## config.mk

```make
export PLATFORM = sky130hd
export DESIGN_NAME = led_seq_ctrl
export DESIGN_NICKNAME = d
export VERILOG_FILES = /design/src/rtl/led_seq_ctrl.sv
export SDC_FILE = /design/constraint.sdc
export NUM_CORES = 1
export LEC_CHECK = 0
export ABC_AREA = 1
export CAP_MARGIN = 20
export CORE_MARGIN = 4
export CORE_UTILIZATION = 60
export DETAILED_ROUTE_END_ITERATION = 10
export PLACE_DENSITY = 0.81
export SLEW_MARGIN = 10
export SYNTH_ARGS = -nofsm -noshare
export SYNTH_HDL_FRONTEND = slang
export SYNTH_SLANG_ARGS = --single-unit
```

## constraint.sdc

```tcl
create_clock -name clk -period 4.9 [get_ports clk]
set_clock_uncertainty 0.2 [all_clocks]
set_input_delay 0.98 -clock clk [delete_from_list [all_inputs] [get_ports clk]]
set_output_delay 0.98 -clock clk [all_outputs]
set_load 0.02 [all_outputs]
```

## src/rtl/led_seq_ctrl.sv

```systemverilog
// Four-LED chaser: a run/pause FSM gates a prescaler that steps a one-hot
// pattern left or right, in ring (wrap-around) or bounce (reflect) mode.
module led_seq_ctrl #(
    parameter logic [25:0] TICK_DIV = 26'd50_000_000
) (
    input  logic       clk,
    input  logic       rst_n,
    input  logic       run_p,
    input  logic       left_p,
    input  logic       right_p,
    input  logic       speed_p,
    input  logic       mode_p,
    output logic [3:0] led,
    output logic       running,
    output logic       dir,
    output logic [1:0] speed,
    output logic       bounce,
    output logic       tick
);

    typedef enum logic {
        ST_PAUSE = 1'b0,
        ST_RUN   = 1'b1
    } state_t;

    state_t      state_q, state_d;
    logic [25:0] cnt_q, cnt_d;
    logic [25:0] period_s;
    logic [3:0]  led_q, led_d;
    logic        dir_q, dir_d;
    logic [1:0]  speed_q, speed_d;
    logic        bounce_q, bounce_d;
    logic        tick_q, tick_d;
    logic        step_s;
    logic        reflect_s;

    function automatic logic is_onehot(input logic [3:0] v);
        return (v != 4'b0000) && ((v & (v - 4'b0001)) == 4'b0000);
    endfunction

    assign period_s = TICK_DIV >> speed_q;

    // State, prescaler and pattern registers
    always_ff @(posedge clk or negedge rst_n) begin
        if (!rst_n) begin
            state_q  <= ST_PAUSE;
            cnt_q    <= 26'd0;
            led_q    <= 4'b0001;
            dir_q    <= 1'b0;
            speed_q  <= 2'd0;
            bounce_q <= 1'b0;
            tick_q   <= 1'b0;
        end else begin
            state_q  <= state_d;
            cnt_q    <= cnt_d;
            led_q    <= led_d;
            dir_q    <= dir_d;
            speed_q  <= speed_d;
            bounce_q <= bounce_d;
            tick_q   <= tick_d;
        end
    end

    // Run/pause FSM and prescaler; a run or speed pulse pre-empts a due step
    always_comb begin
        state_d = state_q;
        cnt_d   = cnt_q;
        step_s  = 1'b0;
        case (state_q)
            ST_PAUSE: begin
                cnt_d = 26'd0;
                if (run_p) begin
                    state_d = ST_RUN;
                end else begin
                    state_d = ST_PAUSE;
                end
            end
            ST_RUN: begin
                if (run_p) begin
                    state_d = ST_PAUSE;
                    cnt_d   = 26'd0;
                end else if (speed_p) begin
                    cnt_d = 26'd0;
                end else if (cnt_q == (period_s - 26'd1)) begin
                    cnt_d  = 26'd0;
                    step_s = 1'b1;
                end else begin
                    cnt_d = cnt_q + 26'd1;
                end
            end
            default: begin
                state_d = ST_PAUSE;
                cnt_d   = 26'd0;
            end
        endcase
    end

    // Pattern step; a corrupted pattern is forced back to LED0
    always_comb begin
        led_d     = led_q;
        reflect_s = 1'b0;
        if (!is_onehot(led_q)) begin
            led_d = 4'b0001;
        end else if (step_s) begin
            if (dir_q) begin
                if (led_q == 4'b1000) begin
                    if (bounce_q) begin
                        led_d     = 4'b0100;
                        reflect_s = 1'b1;
                    end else begin
                        led_d = 4'b0001;
                    end
                end else begin
                    led_d = led_q << 1;
                end
            end else begin
                if (led_q == 4'b0001) begin
                    if (bounce_q) begin
                        led_d     = 4'b0010;
                        reflect_s = 1'b1;
                    end else begin
                        led_d = 4'b1000;
                    end
                end else begin
                    led_d = led_q >> 1;
                end
            end
        end else begin
            led_d = led_q;
        end
    end

    // Direction: explicit pulses override a bounce reflection on the same edge
    always_comb begin
        dir_d = dir_q;
        if (left_p && right_p) begin
            dir_d = ~dir_q;
        end else if (left_p) begin
            dir_d = 1'b1;
        end else if (right_p) begin
            dir_d = 1'b0;
        end else if (reflect_s) begin
            dir_d = ~dir_q;
        end else begin
            dir_d = dir_q;
        end
    end

    // Speed level, mode and the step-visible pulse
    always_comb begin
        speed_d  = speed_q;
        bounce_d = bounce_q ^ mode_p;
        tick_d   = step_s;
        if (speed_p) begin
            speed_d = speed_q + 2'd1;
        end else begin
            speed_d = speed_q;
        end
    end

    assign led     = led_q;
    assign running = (state_q == ST_RUN);
    assign dir     = dir_q;
    assign speed   = speed_q;
    assign bounce  = bounce_q;
    assign tick    = tick_q;

endmodule

```

==> impl_metrics.py <==
metrics = {
    "run_status": {
        "status": "finished, final reports clean",
    },
    "sta": {
        "drv_slew": 0,
        "setup_ws_ps": 2020,
        "hold_violations": 0,
        "period_needed_ps": 2880,
        "setup_viol": 0,
        "fin_crit_sh_pct": 58.9,
        "worst_slew_pin_slew_ps": 781,
        "fin_setup_tns_ps": 0,
        "fmax_mhz": 347,
        "rsz0062_at_grt": "false",
        "slew_headroom_pct": 47.9,
    },
    "clock_network": {
        "h-tree-depth": 2,
        "clk_latency_ps": 290,
        "holdBufCountCts": 0,
        "cts_buffers": 5,
        "cts-resized-gates": 0,
        "numClockSinks": 36,
        "cts_root_buffer": "clkbuf_8",
        "path_clk_slew_ps": 70,
        "cts_buffer_depth": 2,
        "cts_tree": "done",
        "post_cts_buffers": 0,
    },
    "power_and_ir_drop": {
        "power_density_nw_per_um2": 336,
        "p_leak_nw": 1.22,
        "irDropWorstVdd_mv": 0.263,
    },
    "drt": {
        "viasPerCell": 5.58,
        "routedWlPerCell_um": 13.5,
        "wl_um": 5650,
        "drtPass1Iterations": 7,
        "initialDrtViolationCount": 114,
        "drc": 0,
        "ant_nets": 0,
        "vias": 2333,
    },
    "grt": {
        "grt_util_all_layers_pct": 24.0,
        "grt_pass1_vias": 2231,
        "antenna_found_initial": 0,
        "grt_max_degree": 37,
        "overflow": 0,
        "grt_pass1_wl_um": 9850,
    },
    "critical_path": {
        "cp_common_cell": "nor3b_1",
        "r2r-start": "speed[0]$_DFFE_PN0P_",
        "setup.worst_path.start": "speed_p",
        "cp_slowest_stage_delay_ps": 640,
        "cp.required_ps": 4900,
        "cpMaxStageDelayCell": "nor3b_1",
        "critical_path.top_delay_family": "simple AND/OR/NAND/NOR gates",
        "arrival_ps": 2880,
        "path_class": "primary input to register",
        "critPathMaxFanout": 24,
        "endpoint_kind": "register",
        "worstPathCellList": "clkdlybuf4s50_1 -> nor3b_1 -> nand2_2 -> nor3b_1",
        "cp_num_buf_inv": 1,
        "worstSetupStartpointType": "primary input",
    },
    "synth": {
        "ys_ff_latch": 36,
        "ys_seq_area_share_pct": 36.6,
        "syn_inst": 347,
        "avgSynthCellArea_um2": 7.10,
        "synth.net_count": 363,
        "synth_area_um2": 2460,
        "yosysWarnings": 0,
        "yosys.cell_types.count": 35,
    },
    "hold_path": {
        "min_path_type": "register to register",
        "min_from": "cnt_q[0]$_DFF_PN0_",
    },
    "floorplanning": {
        "dieHeight_um": 72.1,
        "num_io_pins": 17,
        "core_um2": 3970,
        "dieArea_um2": 5190,
        "die_w_um": 72.1,
        "initial_core_util_pct": 62.0,
        "row_count": 23,
    },
    "placed_design": {
        "dp.cells": 410,
        "portBuffers": 16,
        "dp_hpwl_um": 4400,
        "gp_congestion": 1.01,
        "pre_cts_ws_ps": 1740,
    },
    "finish": {
        "final_cell_mix": "101 x nand2_1, 46 x nor2_1, 41 x inv_1",
        "layout_commonest_cell": "nand2_1",
        "nets": 383,
        "drive_gt1_share_pct": 8.97,
        "n_antenna_cell": 0,
        "fin_cells": 418,
        "syn_to_final_growth_pct": 11.3,
        "fillers": 357,
    },
    "job": {
        "drv_cap": 0,
    },
}
-- state kept, by name (all words and copies together), names as in the netlist --
register and count:
led 4, dir 1, bounce 1, cnt_q 26, running 1, speed 2
tick 1
-- metrics by stage --
step | cell area (µm²) | hold WS, ps | total power [mW] | util (%)
floorplan | 2460 | 231 | 0.599 | -
global placement | 2660 | 250 | 0.716 | 66.9
detailed placement | 2660 | 261 | 0.713 | 66.9
CTS | 2740 | 271 | 0.925 | 69.0
global route | 2740 | 306 | 0.994 | 69.0
finish | 2740 | 268 | 0.921 | 69.0
-- cell usage after synthesis (all sizes together) --
cell type | number | area share (%)
nor4 | 1 | 0.25
xnor2 | 2 | 0.71
dfrtp | 35 | 36
or2 | 1 | 0.25
nand3b | 2 | 0.76
ha | 9 | 4.6
buf | 3 | 0.97
a21oi | 9 | 1.8
o21ai | 12 | 2.4
nor3 | 18 | 4.5
nor3b | 2 | 0.61
nand2 | 104 | 16
o22ai | 2 | 0.51
nand4 | 9 | 2.3
inv | 46 | 7.0
dfstp | 1 | 1.1
o21bai | 1 | 0.30
and3 | 1 | 0.25
nor2 | 54 | 10
nand3 | 22 | 5.4
a22oi | 1 | 0.30
xor2 | 10 | 3.6
o221ai | 2 | 0.71
-- final timing paths --
kind	endpoint	cells after the start	slack (ps)
max reg2reg	cnt_q[4]$_DFF_PN0_	10	2100
min	cnt_q[0]$_DFF_PN0_	1	270
max in group asynchronous	cnt_q[18]$_DFF_PN0_	1	3430
min in group asynchronous	cnt_q[2]$_DFF_PN0_	1	560
min reg2reg	cnt_q[0]$_DFF_PN0_	1	270
max	cnt_q[4]$_DFF_PN0_	4	2020
-- kinds of logic (layout without fill, tap and decap cells) --
group           count (synthesis)  in the layout  synth area share, %
simple gates                  214            214                 40.4
buf+inv                        49             70                 7.98
flops                          36             36                 36.6
compound gates                 27             27                 6.10
fa+ha+maj                       9              9                 4.57
xor+xnor                       12             12                 4.27
-- where the power goes --
group	switching [mW]	internal, mW	leakage, nW
clock network	0.108	0.102	0.0424
logic	0.231	0.133	0.690
registers	0.0301	0.317	0.488
total	0.369	0.551	1.22
-- cell type report --
cell class                      instances  area [µm²]  area share (%)
Clock buffer                            7        76.3            2.78
Clock inverter                          1        8.76           0.319
Tap cell                               50        62.6            2.28
Sequential cell                        36         902            32.9
Timing Repair Buffer                   16         155            5.66
Inverter                               46         173            6.30
Multi-Input combinational cell        262        1360            49.7
-- per-layer routing --
| layer | GRT usage, % | part of all wire (%) | up-vias |
|---|---|---|---|
| li1 | - | - | 1148 |
| met1 | 32.8 | 46 | 1067 |
| met2 | 37.7 | 45 | 98 |
| met3 | 4.71 | 5.7 | 20 |
| met4 | 9.19 | 2.7 | 0 |
| met5 | 0 | 0 | - |
Power figures use the tool's default switching activity.
